===== src/rtl/hamming_secded_decoder_pipe.sv =====
// Two-stage SECDED (extended Hamming) decoder with valid/ready on both sides.
// Stage 1 computes syndrome and overall parity; stage 2 classifies, corrects and counts errors.
module hamming_secded_decoder_pipe #(
    parameter int DATA_W = 8,
    parameter int CNT_W  = 16,
    localparam int R      = (DATA_W <= 4) ? 3 : (DATA_W <= 11) ? 4 : (DATA_W <= 26) ? 5 : 6,
    localparam int N      = DATA_W + R,
    localparam int CODE_W = N + 1
) (
    input  logic              clk,
    input  logic              rst,
    input  logic              in_valid,
    output logic              in_ready,
    input  logic [CODE_W-1:0] in_code,
    output logic              out_valid,
    input  logic              out_ready,
    output logic [DATA_W-1:0] out_data,
    output logic [R-1:0]      out_syndrome,
    output logic              out_single_err,
    output logic              out_double_err,
    input  logic              cnt_clr,
    output logic [CNT_W-1:0]  corr_cnt,
    output logic [CNT_W-1:0]  uncorr_cnt
);

    localparam logic [CNT_W-1:0] CNT_MAX = '1;

    logic              adv1, adv2;

    logic              s1_valid_q, s1_valid_d;
    logic [N-1:0]      s1_code_q, s1_code_d;
    logic [R-1:0]      s1_syn_q, s1_syn_d;
    logic              s1_par_q, s1_par_d;

    logic              out_valid_q, out_valid_d;
    logic [DATA_W-1:0] out_data_q, out_data_d;
    logic [R-1:0]      out_syn_q, out_syn_d;
    logic              out_single_q, out_single_d;
    logic              out_double_q, out_double_d;

    logic [CNT_W-1:0]  corr_q, corr_d;
    logic [CNT_W-1:0]  uncorr_q, uncorr_d;

    logic [R-1:0]      syn_c;
    logic [N-1:0]      fixed_c;
    logic [DATA_W-1:0] data_c;
    logic              single_c, double_c;

    // Each stage may load when it is empty or its content leaves this cycle.
    assign adv2     = !out_valid_q || out_ready;
    assign adv1     = !s1_valid_q || adv2;
    assign in_ready = adv1;

    // NOTE: every combinational output gets a default before the loops/branches, so no latch is inferred.
    always_comb begin
        syn_c = '0;
        for (int i = 1; i < CODE_W; i++) begin
            for (int k = 0; k < R; k++) begin
                if (((i >> k) & 1) != 0) begin
                    syn_c[k] = syn_c[k] ^ in_code[i-1];
                end
            end
        end
    end

    always_comb begin
        s1_valid_d = s1_valid_q;
        s1_code_d  = s1_code_q;
        s1_syn_d   = s1_syn_q;
        s1_par_d   = s1_par_q;
        if (adv1) begin
            s1_valid_d = in_valid;
            if (in_valid) begin
                s1_code_d = in_code[N-1:0];
                s1_syn_d  = syn_c;
                s1_par_d  = ^in_code;
            end
        end
    end

    // S=0 with P=1 matches no position, so only the overall parity bit was wrong.
    always_comb begin
        single_c = 1'b0;
        double_c = 1'b0;
        if (s1_par_q) begin
            if (int'(s1_syn_q) <= N) single_c = 1'b1;
            else                     double_c = 1'b1;
        end else if (s1_syn_q != '0) begin
            double_c = 1'b1;
        end
        fixed_c = s1_code_q;
        for (int i = 1; i <= N; i++) begin
            if (single_c && (s1_syn_q == R'(i))) fixed_c[i-1] = ~fixed_c[i-1];
        end
    end

    always_comb begin
        int j;
        j      = 0;
        data_c = '0;
        for (int i = 1; i <= N; i++) begin
            if ((i & (i - 1)) != 0) begin
                data_c[j] = fixed_c[i-1];
                j++;
            end
        end
    end

    always_comb begin
        out_valid_d  = out_valid_q;
        out_data_d   = out_data_q;
        out_syn_d    = out_syn_q;
        out_single_d = out_single_q;
        out_double_d = out_double_q;
        if (adv2) begin
            out_valid_d = s1_valid_q;
            if (s1_valid_q) begin
                out_data_d   = data_c;
                out_syn_d    = s1_syn_q;
                out_single_d = single_c;
                out_double_d = double_c;
            end
        end
    end

    // A clear takes priority over an increment in the same cycle.
    always_comb begin
        corr_d   = corr_q;
        uncorr_d = uncorr_q;
        if (cnt_clr) begin
            corr_d   = '0;
            uncorr_d = '0;
        end else if (out_valid_q && out_ready) begin
            if (out_single_q && (corr_q != CNT_MAX))   corr_d   = corr_q + 1'b1;
            if (out_double_q && (uncorr_q != CNT_MAX)) uncorr_d = uncorr_q + 1'b1;
        end
    end

    // NOTE: the data registers are reset too, because outputs must read zero after reset.
    always_ff @(posedge clk) begin
        if (rst) begin
            s1_valid_q   <= 1'b0;
            s1_code_q    <= '0;
            s1_syn_q     <= '0;
            s1_par_q     <= 1'b0;
            out_valid_q  <= 1'b0;
            out_data_q   <= '0;
            out_syn_q    <= '0;
            out_single_q <= 1'b0;
            out_double_q <= 1'b0;
            corr_q       <= '0;
            uncorr_q     <= '0;
        end else begin
            // NOTE: non-blocking assignments so every flop samples pre-edge values.
            s1_valid_q   <= s1_valid_d;
            s1_code_q    <= s1_code_d;
            s1_syn_q     <= s1_syn_d;
            s1_par_q     <= s1_par_d;
            out_valid_q  <= out_valid_d;
            out_data_q   <= out_data_d;
            out_syn_q    <= out_syn_d;
            out_single_q <= out_single_d;
            out_double_q <= out_double_d;
            corr_q       <= corr_d;
            uncorr_q     <= uncorr_d;
        end
    end

    assign out_valid      = out_valid_q;
    assign out_data       = out_data_q;
    assign out_syndrome   = out_syn_q;
    assign out_single_err = out_single_q;
    assign out_double_err = out_double_q;
    assign corr_cnt       = corr_q;
    assign uncorr_cnt     = uncorr_q;

endmodule


===== config.mk =====
export PLATFORM = sky130hd
export DESIGN_NAME = hamming_secded_decoder_pipe
export DESIGN_NICKNAME = d
export VERILOG_FILES = /design/src/rtl/hamming_secded_decoder_pipe.sv
export SDC_FILE = /design/constraint.sdc
export NUM_CORES = 1
export LEC_CHECK = 0
export CORE_AREA = 2 2 91 93
export CTS_CLUSTER_DIAMETER = 80
export DETAILED_ROUTE_END_ITERATION = 7
export DIE_AREA = 0 0 93 95
export PLACE_DENSITY = 0.75
export SETUP_SLACK_MARGIN = 0.02
export SLEW_MARGIN = 10
export SYNTH_ARGS = -nofsm -noshare
export SYNTH_HDL_FRONTEND = slang
export SYNTH_SLANG_ARGS = --single-unit

===== constraint.sdc =====
create_clock -name clk -period 4.38 [get_ports clk]
set_input_delay 0.876 -clock clk [delete_from_list [all_inputs] [get_ports clk]]
set_output_delay 0.876 -clock clk [all_outputs]
set_load 0.01 [all_outputs]

==> Yosys cells after proc, flatten, opt, wreduce, memory -nomap -nowiden <==
Cells that the tools add are included.
{ "op_classes": {"muxes": 13, "n_eq_ne": 10, "n_reduce_logical": 22, "magnitude_cmp": 1, "add_sub_neg": 2, "n_bitwise": 26} }
{ "op_table": {"columns": ["operator", "n"], "rows": [
  ["adder 16 x 1 -> 16 bit (second input constant)", 2],
  ["!= test 16 bit (second input constant)", 2],
  ["XOR 1 bit", 18],
  ["equality test 4 bit (second input constant)", 4],
  ["two-way mux 1 bit", 13],
  ["XOR reduction 13 bit", 1],
  ["equality test 4 x 3 -> 1 bit (second input constant)", 3],
  ["logical AND 1 bit", 11],
  ["NOT 1 bit", 8],
  ["AND reduction 2 bit", 4],
  ["equality test 4 x 2 -> 1 bit (second input constant)", 1],
  ["<= comparator 4 bit (second input constant)", 1],
  ["nonzero test 4 bit", 1],
  ["logical NOT 1 bit", 2],
  ["logical OR 1 bit", 2],
  ["OR reduction 2 bit", 1]
]} }
{ "word_totals": {"input_bits": 18, "elab_cells": 85, "regBits": 65} }

==> Depth between registers and ports, before layout <==
Gate-level depths: netlist (run 1).
{ "depth": {"depth_word": 5, "mapped_depth": 6, "mapped_depth_nobuf": 5} }

==> Least setup slack after synthesis (run 1) <==
OpenSTA, ideal clock, no wires.
{ "synth_timing": {"kind": "input-to-reg", "from": "in out_ready", "to": "reg uncorr_q[13] (netlist: uncorr_cnt[13])", "arrival_time_ns": 2.174, "stages": 4, "slack_ns": 2.135, "setup_time_ns": 0.070, "path_cell_list": "nand3_1 or4_4 or4_1 a21oi_1"} }
{ "synth_between": {"elab_chain_cells": 2} }
{ "synth_rtl": {"columns": ["element", "line", "source"], "rows": [
  ["from (decl)", "16", "input logic out_ready,"],
  ["logical AND 1 bit", "133", "end else if (out_valid_q && out_ready) begin"],
  ["AND reduction 2 bit (no line)", null, null],
  ["to (signal assigned)", "165", "uncorr_q <= uncorr_d;"],
  ["to (decl)", "42", "logic [CNT_W-1:0] uncorr_q, uncorr_d;"]
]} }
Every way passes these cells.
A chain may end at the register's enable or synchronous reset.

==> Worst setup path in the final report (run 1) <==
{ "layout_timing": {"from": "in out_ready", "to": "out in_ready"} }
{ "layout_between": {"elab_chain_cells": 2} }
{ "layout_rtl": {"columns": ["element", "line", "source"], "rows": [
  ["logical OR 1 bit", "50", "assign adv2 = !out_valid_q || out_ready;"],
  ["logical OR 1 bit", "51", "assign adv1 = !s1_valid_q || adv2;"],
  ["to (decl)", "13", "output logic in_ready,"]
]} }
Every way passes these cells.

==> reports/qor.yml, run 1 <==
fin_area_um2: 4050
die-height_um: 95
maxClockFrequency_ghz: 0.320
nets: 446
die_x_um: 93
end_kind: "output port"
rsz0062_at_grt: "false"
io_pins: 66
crit_fanout: 7
cts_setup_buffers: 0
reg2regPathDepth: 4
crit_type: "in -> out"
ctsHoldBuffers: 0
synth_area_leaders: "dfxtp_1, a21oi_1, nand2_1"
post_dp_cell_area_um2: 3790
finalHoldViolCount: 0
grt_pass1_wl_mm: 12.1
synth.top_cells.by_count: "dfxtp_1, nand2_1, a21oi_1, nor2_1, o31ai_1"
row_count: 33
startpoint_type: "input pin"
setup-tns-final_ps: 0
yosysTopAreaCellShare: 0.399
hold_path.class: "reg -> reg"
dpl.cell_count: 520
firstDrtPassIters: 4
grt_antenna_before_repair: 0
vias: 2935
avgSynthCellArea_um2: 8.38
dp_hpwl_mm: 5.28
power_density_nw_per_um2: 333
root_buffer: "clkbuf_8"
reg2reg_to: "uncorr_cnt[13]"
yosysWarnings: 0
coreArea_um2: 7930
p_leak_nw: 1.26
routedWlPerCell_um: 13.6
fin_crit_sh: 0.713
ys.flop_type: "dfxtp_1"
synthArstFlopShare: 0
yosysMostFrequentCell: "dfxtp_1"
area_growth_pct: 32.2
period_minus_slack_ps: 3120
ys_seq_area_frac: 0.399
initial_utilization: 0.386
syn-instance-count: 365
synthDistinctLibCells: 40
clock_latency_ps: 340
clk_pin_slew_ps: 70
cp_data_required_time_ps: 3500
max-cap-violations: 0
synth_seq_cells: 61
drt_iter0_drc: 103
worstReg2RegStart: "out_valid"
htree_levels: 3
synthesis.nets: 385
diodes: 0
cts_made_buffers: 9
r2r_slack_ps: 2180
final_max_slew_viol_count: 0
tightest_slew_ps: 978
routed_wl_mm: 7.27
drive_gt1_frac: 0.0603
fillers: 754
clock_skew_ps: 8.91
clkSinkCount: 61
status: "finished, final reports clean"
endpoint: "in_ready"
via_per_inst: 5.48
grt_pass1_vias: 2625
grt_max_degree: 35
relSlewSlack: 0.348
overflow: 0
ir_drop_mv: 0.169
critPathLaunch: "out_ready"
ant_nets: 0
stdcell_count: 536
grt_use_total: 0.171
synth_edf_count: 0
yosys.area.top_type: "dfxtp_1"
port-buffer-count: 65
remaining_drc_errors: 0
clock_path_buffers: 2
cts.repair.resized: 0
finalSetupViolCount: 0
cts_tree: "yes"
die-area_um2: 8840
synth.cell_area_um2: 3060
finish.utilization: 0.510
cp.arrival_ps: 2250
gp_congestion: 0.798
-- power by group --
| group | switching [W] | total (W) | leakage (nW) | internal (W) |
|---|---|---|---|---|
| clock network | 0.000235 | 0.000615 | 0.116 | 0.000381 |
| registers | 0.0000216 | 0.000596 | 0.496 | 0.000574 |
| logic | 0.0000633 | 0.000136 | 0.651 | 0.0000731 |
| total | 0.000319 | 0.00135 | 1.26 | 0.00103 |
-- critical path: stages --
cell	delay, ps
clkdlybuf4s50_1	580
nand3b_1	230
clkdlybuf4s50_1	570
-- metrics by stage --
stage / setup slack [ps] / total power, W / hold slack (ps)
2_1_floorplan: 2140 / 0.000693 / 448
3_5_place_dp: 1200 / 0.000746 / 462
6_report: 1260 / 0.00135 / 473
4_1_cts: 1250 / 0.00136 / 477
5_1_grt: 1180 / 0.00141 / 487
3_3_place_gp: 1230 / 0.000743 / 456
-- area by class of cell --
type	count	area, µm²	share of cell area
flip-flops and latches	61	1220	0.302
well taps	105	131	0.0325
clock inverters	7	123	0.0303
inverters	8	30.0	0.00742
clock buffers	9	124	0.0306
repair buffers	67	666	0.165
multi-input cells	279	1750	0.433
-- registers in the layout (all words and copies together) (netlist names) --
register,cells
out_valid,1
corr_cnt,16
out_syndrome,4
out_single_err,1
s1_syn_q,4
s1_code_q,8
s1_par_q,1
s1_valid_q,1
out_double_err,1
out_data,8
uncorr_cnt,16
-- routing by layer --
layer	up-vias	share of wire	wire, µm	GRT usage
met3	8	0.043	316	0.0319
met5	-	0	0	0
met1	1368	0.45	3270	0.216
met4	0	0.018	132	0.0760
met2	73	0.49	3550	0.284
li1	1486	-	-	-
-- worst min-delay path by stage --
stage	from	endpoint	cells past startpoint
global route	out_syndrome[2]	out_syndrome[2]	2
CTS	s1_code_q[11]	s1_code_q[11]	2
global placement	s1_valid_q	out_valid	2
finish	s1_code_q[11]	s1_code_q[11]	2
floorplan	s1_code_q[11]	s1_code_q[11]	2
detailed placement	s1_code_q[2]	s1_code_q[2]	2
-- kinds of logic after synthesis --
family / count (synthesis) / synth area share
and+or+nand+nor: 158 / 0.282
AOI/OAI and AO/OA: 94 / 0.186
DFF: 61 / 0.399
buffers and inverters: 25 / 0.0311
xor gates and xnor gates: 24 / 0.0912
adders and majority gates: 2 / 0.00818
muxes: 1 / 0.00327
-- cells in the final DEF, fill, tap and decap left out, drive strengths merged, types with 4 or more instances in the layout --
| master | n |
|---|---|
| clkdlybuf4s50 | 65 |
| a21oi | 47 |
| and3 | 4 |
| nand3 | 14 |
| xnor2 | 13 |
| inv | 9 |
| nor4 | 4 |
| nand4 | 10 |
| xor2 | 6 |
| or4 | 23 |
| xnor3 | 5 |
| nand3b | 5 |
| and4 | 4 |
| o31ai | 21 |
| nor2 | 23 |
| or3 | 9 |
| a211oi | 10 |
| clkbuf | 9 |
| o21ai | 10 |
| nand2 | 48 |
| dfxtp | 61 |
No activity file was read; power rests on OpenSTA's default activity.
==> run 2: changes to the inputs <==
--- a/config.mk
+++ b/config.mk
@@ -9,7 +9,7 @@
 export CTS_CLUSTER_DIAMETER = 80
 export DETAILED_ROUTE_END_ITERATION = 7
 export DIE_AREA = 0 0 93 95
-export PLACE_DENSITY = 0.75
+export PLACE_DENSITY = 0.78
 export SETUP_SLACK_MARGIN = 0.02
 export SLEW_MARGIN = 10
 export SYNTH_ARGS = -nofsm -noshare
==> constraint.sdc (replaced) <==
create_clock -name clk -period 2.6 [get_ports clk]
set_input_delay 0.52 -clock clk [delete_from_list [all_inputs] [get_ports clk]]
set_output_delay 0.52 -clock clk [all_outputs]
set_load 0.01 [all_outputs]
==> run 2 against run 1 <==
Final area is 0.19% lower. Sequential power increased by 69%. Combinational power is 75% higher. Critical path depth increased by 1. Clock power up 37%. Sequential share of layout area increased by 0.056 points. Clock skew up 0.85 ps. Register-to-register slack worse by 1600 ps. Count of clock-buffer cells in the layout grew 5. Via count increased by 1.5%.
==> reports/qor.yml, run 2 (same netlist as run 1, synthesis figures left out) <==
status: "finished, final reports clean"  # unchanged
cts_tree: "yes"  # unchanged
dp_hpwl_mm: 5.52  # was 5.28 mm
crit_fanout: 6  # was 7
clock_path_buffers: 2  # unchanged
fin_crit_sh: 0.937
max-cap-violations: 0  # unchanged
diodes: 0  # unchanged
ir_drop_mv: 0.267  # was 0.169 mV
routedWlPerCell_um: 13.8  # was 13.6 µm
dp_slack_ps: 122  # was 1200 ps
hold_path.class: "reg -> reg"  # unchanged
area_growth_pct: 31.9  # was 32.2%
period_minus_slack_ps: 2440
finalSetupViolCount: 0  # unchanged
routed_wl_mm: 7.50  # was 7.27 mm
stdcell_count: 542  # was 536
cts.repair.resized: 0  # unchanged
ant_nets: 0  # unchanged
vias: 2979  # was 2935
clkSinkCount: 61  # unchanged
relSlewSlack: 0.555  # was 0.348
post-route-worst-setup-slack_ps: 163  # was 1260 ps
coreArea_um2: 7930  # unchanged
io_pins: 66  # unchanged
layout_commonest_cell: "clkdlybuf4s50_1"  # unchanged
clock_latency_ps: 350  # was 340 ps
cts_setup_buffers: 0  # unchanged
grt_pass1_vias: 2783  # was 2625
crit_type: "in -> out"  # unchanged
clock_skew_ps: 9.76  # was 8.91 ps
maxClockFrequency_ghz: 0.410
row_count: 33  # unchanged
setup-tns-final_ps: 0  # unchanged
ctsHoldBuffers: 0  # unchanged
firstDrtPassIters: 4  # unchanged
overflow: 0  # unchanged
cp_data_required_time_ps: 2080  # was 3500 ps
htree_levels: 3  # unchanged
clk_pin_slew_ps: 60  # was 70 ps
tightest_slew_ps: 662  # was 978 ps
drive_gt1_frac: 0.0641  # was 0.0603
dpl.cell_count: 527  # was 520
end_kind: "output port"  # unchanged
remaining_drc_errors: 0  # unchanged
port-buffer-count: 65  # unchanged
cts_made_buffers: 9  # unchanged
grt_max_degree: 30  # was 35
rsz0062_at_grt: "false"  # unchanged
final_max_slew_viol_count: 0  # unchanged
grt_use_total: 0.177  # was 0.171
initial_utilization: 0.386  # unchanged
cp.arrival_ps: 1920  # was 2250 ps
via_per_inst: 5.50  # was 5.48
startpoint_type: "input pin"  # unchanged
die-area_um2: 8840  # unchanged
grt_antenna_before_repair: 0  # unchanged
die_x_um: 93  # unchanged
drt_iter0_drc: 132  # was 103
gp_congestion: 0.872  # was 0.798
nets: 453  # was 446
timing.hold.ws_ps: 466  # was 473 ps
p_leak_nw: 1.28  # was 1.26 nW
root_buffer: "clkbuf_8"  # unchanged
grt_pass1_wl_mm: 12.5  # was 12.1 mm
final_cell_mix: "clkdlybuf4s50_1, dfxtp_1, nand2_1"  # unchanged
finalHoldViolCount: 0  # unchanged
total_power_w: 0.00208  # was 0.00135 W
power_density_nw_per_um2: 516  # was 333 nW/µm²
die-height_um: 95  # unchanged
[run 2: cell types whose count changed in the layout (fill, tap and decap cells not counted), sizes merged]
| cell | before | now |
|---|---|---|
| buf | 2 | 9 |
| bufinv | 3 | 1 |
| clkbuf | 9 | 14 |
| clkinv | 1 | 0 |
| clkinvlp | 2 | 0 |
| inv | 9 | 8 |
[run 2: worst max-delay path: stages]
cell and delay (ps):
clkdlybuf4s50_1 500, buf_4 150, nand3b_1 180, clkdlybuf4s50_1 570
[run 2: area by class of cell]
class,instances,area [µm²]
timing repair buffer,74,718
clock inverter,1,30.0
tap,105,131
clock buffer,14,163
inverter,8,30.0
fill,773,3890
multi-input combinational,279,1740
sequential,61,1220
[run 2: power by group]
part / switching (W) / leakage [nW] / internal [W]
Combinational: 0.000111 / 0.684 / 0.000127
Sequential: 0.0000368 / 0.496 / 0.000968
Clock: 0.000351 / 0.0968 / 0.000491
Total: 0.000498 / 1.28 / 0.00159
[run 2: metal layers]
metal | track usage | up-vias | wire length [µm]
met5 | 0 | - | 0
met3 | 0.0439 | 9 | 388
met4 | 0.0625 | 0 | 104
met1 | 0.205 | 1393 | 3150
li1 | - | 1503 | -
met2 | 0.318 | 74 | 3860
[run 2: final timing paths]
| kind | start | endpoint | slack, ps | cells past startpoint |
|---|---|---|---|---|
| worst max-delay path | out_ready | in_ready | 160 | 4 |
| worst min-delay path | s1_code_q[2] | s1_code_q[2] | 470 | 2 |
| worst max register to register | corr_cnt[0] | corr_cnt[12] | 570 | 5 |
| worst min register to register | s1_code_q[2] | s1_code_q[2] | 470 | 2 |
[run 2: through the flow]
stage                     utilization  cell area [µm²]
after floorplan                     -             3060
after detailed placement        0.485             3840
after global placement          0.485             3840
final                           0.509             4040
after global routing            0.509             4040
after CTS                       0.509             4040
